## config.mk

```make
export PLATFORM = sky130hd
export DESIGN_NAME = cmd_sequencer
export DESIGN_NICKNAME = d
export VERILOG_FILES = /design/src/rtl/cmd_sequencer.sv
export SDC_FILE = /design/constraint.sdc
export NUM_CORES = 1
export LEC_CHECK = 0
export CAP_MARGIN = 20
export CORE_MARGIN = 3
export CORE_UTILIZATION = 45
export CTS_BUF_LIST = sky130_fd_sc_hd__clkbuf_16
export DETAILED_ROUTE_END_ITERATION = 6
export GPL_ROUTABILITY_DRIVEN = 0
export GPL_TIMING_DRIVEN = 0
export PLACE_DENSITY = 0.85
export SETUP_SLACK_MARGIN = 0.05
export SYNTH_ARGS = -nofsm -noshare
export SYNTH_HDL_FRONTEND = slang
export SYNTH_SLANG_ARGS = --single-unit
```

## constraint.sdc

```tcl
create_clock -name clk_i -period 3.94 [get_ports clk_i]
set_input_delay 0.788 -clock clk_i [delete_from_list [all_inputs] [get_ports clk_i]]
set_output_delay 0.788 -clock clk_i [all_outputs]
set_load 0.05 [all_outputs]
```

## src/rtl/cmd_sequencer.sv

```systemverilog
// SD CMD-line sequencer: arbitrates host/auto commands, runs the cmd_write
// start/done handshake, arms the response receiver and enforces Ncr / Ncc timing.
module cmd_sequencer #(
  parameter int unsigned RspTimeout = 64,
  parameter int unsigned NccTicks   = 8,
  parameter int unsigned CntWidth   = 7
) (
  input  logic        clk_i,
  input  logic        rst_ni,
  input  logic        clk_en_p_i,
  input  logic        abort_i,
  input  logic        host_req_i,
  input  logic [5:0]  host_cmd_nr_i,
  input  logic [31:0] host_arg_i,
  input  logic [1:0]  host_rsp_type_i,
  input  logic        auto_req_i,
  input  logic [5:0]  auto_cmd_nr_i,
  input  logic [31:0] auto_arg_i,
  input  logic [1:0]  auto_rsp_type_i,
  output logic        host_grant_o,
  output logic        auto_grant_o,
  output logic        start_tx_o,
  output logic [5:0]  cmd_nr_o,
  output logic [31:0] cmd_argument_o,
  input  logic        tx_done_i,
  output logic        rsp_arm_o,
  output logic        rsp_long_o,
  input  logic        rsp_done_i,
  input  logic        rsp_crc_err_i,
  input  logic        rsp_end_err_i,
  input  logic [5:0]  rsp_index_i,
  output logic        cmd_inhibit_o,
  output logic        active_auto_o,
  output logic        cmd_done_o,
  output logic        timeout_err_o,
  output logic        crc_err_o,
  output logic        end_err_o,
  output logic        index_err_o
);

  typedef enum logic [2:0] {
    IDLE,
    START,
    TX,
    WAIT_RSP,
    GAP
  } state_e;

  localparam logic [CntWidth-1:0] RspLimit = CntWidth'(RspTimeout);
  localparam logic [CntWidth-1:0] NccLimit = CntWidth'(NccTicks);

  state_e              state_q;
  logic [CntWidth-1:0] cnt_q;
  logic [CntWidth-1:0] cnt_inc;
  logic [1:0]          rsp_type_q;

  // The tick counter is shared by the Ncr and Ncc phases and must never wrap.
  function automatic logic [CntWidth-1:0] sat_inc(input logic [CntWidth-1:0] v);
    return (&v) ? v : v + CntWidth'(1);
  endfunction

  assign cnt_inc = sat_inc(cnt_q);

  always_ff @(posedge clk_i or negedge rst_ni) begin
    if (!rst_ni) begin
      state_q        <= IDLE;
      cnt_q          <= '0;
      rsp_type_q     <= '0;
      host_grant_o   <= 1'b0;
      auto_grant_o   <= 1'b0;
      start_tx_o     <= 1'b0;
      cmd_nr_o       <= '0;
      cmd_argument_o <= '0;
      rsp_arm_o      <= 1'b0;
      rsp_long_o     <= 1'b0;
      cmd_inhibit_o  <= 1'b0;
      active_auto_o  <= 1'b0;
      cmd_done_o     <= 1'b0;
      timeout_err_o  <= 1'b0;
      crc_err_o      <= 1'b0;
      end_err_o      <= 1'b0;
      index_err_o    <= 1'b0;
    end else begin
      host_grant_o  <= 1'b0;
      auto_grant_o  <= 1'b0;
      cmd_done_o    <= 1'b0;
      timeout_err_o <= 1'b0;
      crc_err_o     <= 1'b0;
      end_err_o     <= 1'b0;
      index_err_o   <= 1'b0;

      if (abort_i) begin
        state_q        <= IDLE;
        cnt_q          <= '0;
        rsp_type_q     <= '0;
        start_tx_o     <= 1'b0;
        cmd_nr_o       <= '0;
        cmd_argument_o <= '0;
        rsp_arm_o      <= 1'b0;
        rsp_long_o     <= 1'b0;
        cmd_inhibit_o  <= 1'b0;
        active_auto_o  <= 1'b0;
      end else begin
        unique case (state_q)
          IDLE: begin
            // Auto command (e.g. CMD12) takes precedence over a pending host command.
            if (auto_req_i || host_req_i) begin
              cmd_nr_o       <= auto_req_i ? auto_cmd_nr_i   : host_cmd_nr_i;
              cmd_argument_o <= auto_req_i ? auto_arg_i      : host_arg_i;
              rsp_type_q     <= auto_req_i ? auto_rsp_type_i : host_rsp_type_i;
              auto_grant_o   <= auto_req_i;
              host_grant_o   <= !auto_req_i;
              active_auto_o  <= auto_req_i;
              cmd_inhibit_o  <= 1'b1;
              start_tx_o     <= 1'b1;
              state_q        <= START;
            end
          end

          START: begin
            if (!tx_done_i) begin
              start_tx_o <= 1'b0;
              state_q    <= TX;
            end
          end

          TX: begin
            if (tx_done_i) begin
              cnt_q <= '0;
              if (rsp_type_q == 2'b00) begin
                cmd_done_o <= 1'b1;
                state_q    <= GAP;
              end else begin
                rsp_arm_o  <= 1'b1;
                rsp_long_o <= (rsp_type_q == 2'b01);
                state_q    <= WAIT_RSP;
              end
            end
          end

          WAIT_RSP: begin
            // A response landing on the timeout tick still counts as a response.
            if (rsp_done_i) begin
              cmd_done_o  <= 1'b1;
              crc_err_o   <= rsp_crc_err_i;
              end_err_o   <= rsp_end_err_i;
              index_err_o <= (rsp_type_q != 2'b01) && (rsp_index_i != cmd_nr_o);
              rsp_arm_o   <= 1'b0;
              rsp_long_o  <= 1'b0;
              cnt_q       <= '0;
              state_q     <= GAP;
            end else if (clk_en_p_i) begin
              cnt_q <= cnt_inc;
              if (cnt_inc >= RspLimit) begin
                cmd_done_o    <= 1'b1;
                timeout_err_o <= 1'b1;
                rsp_arm_o     <= 1'b0;
                rsp_long_o    <= 1'b0;
                cnt_q         <= '0;
                state_q       <= GAP;
              end
            end
          end

          GAP: begin
            if (clk_en_p_i) begin
              cnt_q <= cnt_inc;
              if (cnt_inc >= NccLimit) begin
                cmd_inhibit_o <= 1'b0;
                active_auto_o <= 1'b0;
                state_q       <= IDLE;
              end
            end
          end

          default: state_q <= IDLE;
        endcase
      end
    end
  end

endmodule

```

# Yosys cells after proc, flatten, opt, wreduce, memory -nomap -nowiden
# Index checks and enable logic that the tools add are counted.
# word_totals
reg_bits	62
inputBits	96
output_inout_bits	50
wordCells	131
# op_classes
n_addsub	1
order_cmp	2
n_eq_ne	15
muxes	78
reduce_logical	18
# op_table
cell	n
$mux W32	4
$mux W7	7
$mux W1	41
$mux W3	10
$mux W6	4
$pmux W7 S3	1
$ne A3 B3 Y1 const B	6
$pmux W3 S5	1
$reduce_and A7 Y1	2
$pmux W1 S2	6
$reduce_bool A3 Y1	3
$mux W2	4
$ne A4 B4 Y1 const B	2
$reduce_and A4 Y1	2
$add A7 B1 Y7 const B	1
$ge A7 B4 Y1 const B	1
$ge A7 B7 Y1 const B	1
$eq A3 B2 Y1 const B	2
$ne A6 B6 Y1	1
$reduce_and A5 Y1	1
$reduce_bool A2 Y1	2
$reduce_bool A4 Y1	1
$eq A3 B1 Y1 const B	1
$eq A3 B3 Y1 const B	1
other kinds (9)	9

# Logic depth before layout (Yosys ltp)
# depth
depth_word	8
mapped_depth	8
mapped_depth_nobuf	7

# Least setup slack after synthesis
# OpenSTA, ideal clock, no wires.
# synth_path
path_type	input to register
from	in auto_req_i
to	reg state_q[0]
setup_time_ns	0.125
arrival_ns	2.059
required_ns	3.815
setup_slack_ns	1.756
stages	6
n_path_buf	1
path_cell_list	clkbuf_1 nor3_1 a21oi_1 or4_4 and4bb_1 mux2_4
# synth_between
elab_chain_cells	3
# synth_rtl
item	line	rtl
from (decl)	16	input logic auto_req_i,
$logic_or A1 B1 Y1	107	if (auto_req_i || host_req_i) begin
$ne A3 B3 Y1 (no source line)	-	
$reduce_and A7 Y1 (no source line)	-	
to (signal assigned)	116	state_q <= START;
to (signal assigned)	123	state_q <= TX;
to (signal assigned)	132	state_q <= GAP;
to (decl)	52	state_e state_q;
# No other way between the ends.
# A chain may end at the register's enable or synchronous reset.

# Worst setup path after layout
# layout_path
from	in host_req_i
to	reg cmd_argument_o[18]
# layout_between
elab_chain_cells	3
# layout_rtl
item	line	rtl
from (decl)	12	input logic host_req_i,
$logic_or A1 B1 Y1	107	
$reduce_bool A2 Y1 (no source line)	-	
$reduce_and A2 Y1 (no source line)	-	
to (signal assigned)	109	cmd_argument_o <= auto_req_i ? auto_arg_i : host_arg_i;
to (decl)	24	output logic [31:0] cmd_argument_o,
# No other way between the ends.

==> metrics list <==
* Wire length of the first global-routing pass: 14700 µm
* Most common cell after layout, fill and taps aside: sky130_fd_sc_hd__clkdlybuf4s50_1
- CP Capture Point: cmd_argument_o[18]
* H-tree level count: 3
- Width of the chip: 90.9 µm
* Power density over the cells: 514 nW/µm²
* Max Freq: 0.405 GHz
* Commonest register cell after synthesis: sky130_fd_sc_hd__dfrtp_1
- After clock tree synthesis, the flow added hold-fix buffers numbering 0.
* Top fanout value on the critical path: 10
* Number of flops mapped to enable cells by yosys: 0
* Per-instance average area after synthesis: 10.3 µm²
- Counting cells, the worst reg-to-reg path comes to 8.
- Entering global routing, the biggest net connects 34 pins.
- Count of routing violations after the opening detailed-route iteration: about 140
* Area of the core: about 6900 µm²
- Part of the cycle the worst path needs: 62.6%
- Io pins: roughly 150
- Final Hold Violating Endpoints: 0
- Setup violation total in the final timing report: 0
- Proportion of layout cells with a drive suffix above 1: 7.42%
- Max_cap viols: 0
- Kind of start point of the critical path: input pin
- Arrival time at the worst endpoint: 2.69 ns
- End of the worst register-to-register path: state_q[0]
* Worst flop-to-flop path startpoint: cnt_q[0]
* Max clock buf depth: 2
* CTS tree: built
- Summing the sequential cell areas from Yosys gives 47.8% of the chip area.
- During synthesis, Yosys emitted a total of 0 warnings.
* Worst skew pair latency: 0.32 ns
- Total number of nets in the final design: 565
- The number of nets handed over by synthesis was 411.
* Tightest Pin Transition: 0.773 ns
- Slew Limit Fails: 0
- The number of setup buffers added after CTS is 0.
- In this run the tool buffered the top-level ports with 142 buffer cells.
- The worst setup path is of the in -> reg kind.
- Clock Skew: between 0.007 and 0.008 ns
* Per-cell routed wire length: between 15 and 20 µm
* Power after layout: 2590 µW
* Most frequent cells in the layout: 141 x sky130_fd_sc_hd__clkdlybuf4s50_1, 62 x sky130_fd_sc_hd__dfrtp_1, 53 x sky130_fd_sc_hd__nand2_1, 41 x sky130_fd_sc_hd__mux2i_1, 41 x sky130_fd_sc_hd__o31ai_1
- Final WL: 9030 µm
- Final global-route overflow total: 0
- DRC viols: 0
* Finished layout cell area: 5050 µm²
- Site Rows: 30
* Status: complete, no violations
- Worst Hold Class: reg -> reg
- Global routing used 21.8% of the available tracks.
* Area of the multi-input gates: approximately 1500 µm²
- The via count of the first global-routing pass is 2999.
* Die H: 90.9 µm
- Post-cts resize count: 0
- Time the final worst path needs with I/O delays and setup: 2.47 ns
* PnR worst setup slack: about 1.5 ns
* RSZ-0062 raised after global routing: no
- HPWL after DPL: 6920 µm
- Detailed-router iteration count before antenna repair: 4
- The most critical setup path has its startpoint at host_req_i.
- Cts bufs inserted: 9
- Detailed-route vias per instance: 5.24
- In this run the cell area measured after placement is 4800 µm².
- The cell area that synthesis handed to floorplanning was 3250 µm².
* Clock tree root buffer cell: sky130_fd_sc_hd__clkbuf_16
* Place WS: 1.15 ns
* Worst Path Required: 4.17 ns
* Fraction of registers with async set or reset after synthesis: 100%
- CTS clk-pin slew, worst paths: roughly 0.050 ns
- From synthesis to final layout, the design area changed by 55.6%.
- The analysis attributes to cell leakage a power of between 0.002 and 0.0025 µW.
- Registers take between 1500 and 2000 µm².
- Synthesis produced 314 cells.
- STA classifies the critical path endpoint as a flip-flop.
- The netlist uses 47 different library cells.
* Fill cell total of the finished layout: 520
* Clock tree sinks: slightly above 60
- N_diodes: 0
* Accumulated negative setup slack: 0 ns
- For this configuration, the core starts out at a cell density of 47.0%.
- Vias after detailed routing: 2977
* Max-Slew Margin vs Limit: 48.5%
- Across the VDD grid, the largest voltage drop is around 320 µV.
- Die Area: approximately 8300 µm²
- Number of antenna-violating nets in the routed design: 0
* Antenna violations before repair: 0
- Internal reg-to-reg setup slack: 1.70 ns
- Synthesis inferred 62 register bits.
registers in the layout, summed over array words and instances (netlist names), 2 cells and up:
name	count
cmd_argument_o	32
cmd_nr_o	6
cnt_q	7
rsp_type_q	2
state_q	3
cell type report:
type	instances	area share, %
Sequential cell	62	30.7
Multi-Input combinational cell	223	30.6
Timing Repair Buffer	143	28.4
Clock buffer	9	4.46
Buffer	24	2.53
Tap cell	96	2.38
Clock inverter	6	0.471
Inverter	5	0.372
worst max-delay path, cell delays in order:
cell and delay (ns):
sky130_fd_sc_hd__clkdlybuf4s50_1 0.45, sky130_fd_sc_hd__nor2_1 0.16, sky130_fd_sc_hd__nor3_1 0.07, sky130_fd_sc_hd__a21oi_1 0.59, sky130_fd_sc_hd__clkbuf_1 0.43, sky130_fd_sc_hd__nand2_1 0.11, sky130_fd_sc_hd__o31ai_1 0.08
Yosys cell counts (all sizes together) (3+ instances only):
library cell	count	area share, %
nor2	11	1.3
xor2	5	1.3
nand3	5	0.77
inv	5	0.58
xnor2	4	1.1
nor3	3	0.46
nor3b	4	0.93
a31oi	3	1.0
o21ai	12	1.9
dfrtp	62	48
o31ai	41	9.5
nand2	54	6.3
clkbuf	14	2.3
buf	10	1.7
a21oi	12	2.0
and3	4	0.77
and2	3	0.58
mux2i	41	13
per-stage QoR:
step	util [%]	std cells	hold slack, ns
final	73.1	568	0.472
after global routing	73.1	568	0.496
after CTS	73.1	568	0.476
after detailed placement	69.5	553	0.465
after global placement	69.3	552	0.459
after floorplan	-	314	0.492
logic make-up after synthesis:
logic type / after synthesis / synth area share [%]
mux: 43 / 13.5
simple gates: 96 / 15.0
xor+xnor: 9 / 2.43
buf+inv: 29 / 4.51
flops: 62 / 47.8
fa+ha+maj: 1 / 0.385
compound gates: 74 / 16.4
layer usage:
layer  vias to the layer above  track usage [%]  share of wire [%]
li1                       1435                -                  -
met1                      1423             26.4                 41
met2                       107             37.9                 52
met3                        12             6.33                6.3
met4                         0             5.28                1.2
met5                         -                0                  0
where the power goes:
part	internal, µW	switching (µW)	leakage, µW	total, µW
combinational	406	694	0.00123	1100
sequential	756	81.0	0.000817	837
clock	408	250	0.000134	658
total	1570	1020	0.00218	2590
how the worst min path moves through the flow:
stage / from / to / slack (ns) / depth (start not counted)
global placement: cmd_argument_o[16] / cmd_argument_o[16] / 0.46 / 2
finish: cmd_argument_o[29] / cmd_argument_o[29] / 0.47 / 2
detailed placement: cmd_argument_o[25] / cmd_argument_o[25] / 0.46 / 2
floorplan: rst_ni / active_auto_o / 0.49 / 0
CTS: cmd_argument_o[25] / cmd_argument_o[25] / 0.48 / 2
global route: cmd_argument_o[9] / cmd_argument_o[9] / 0.50 / 2
Note: power is estimated with default switching activity, not from simulation.
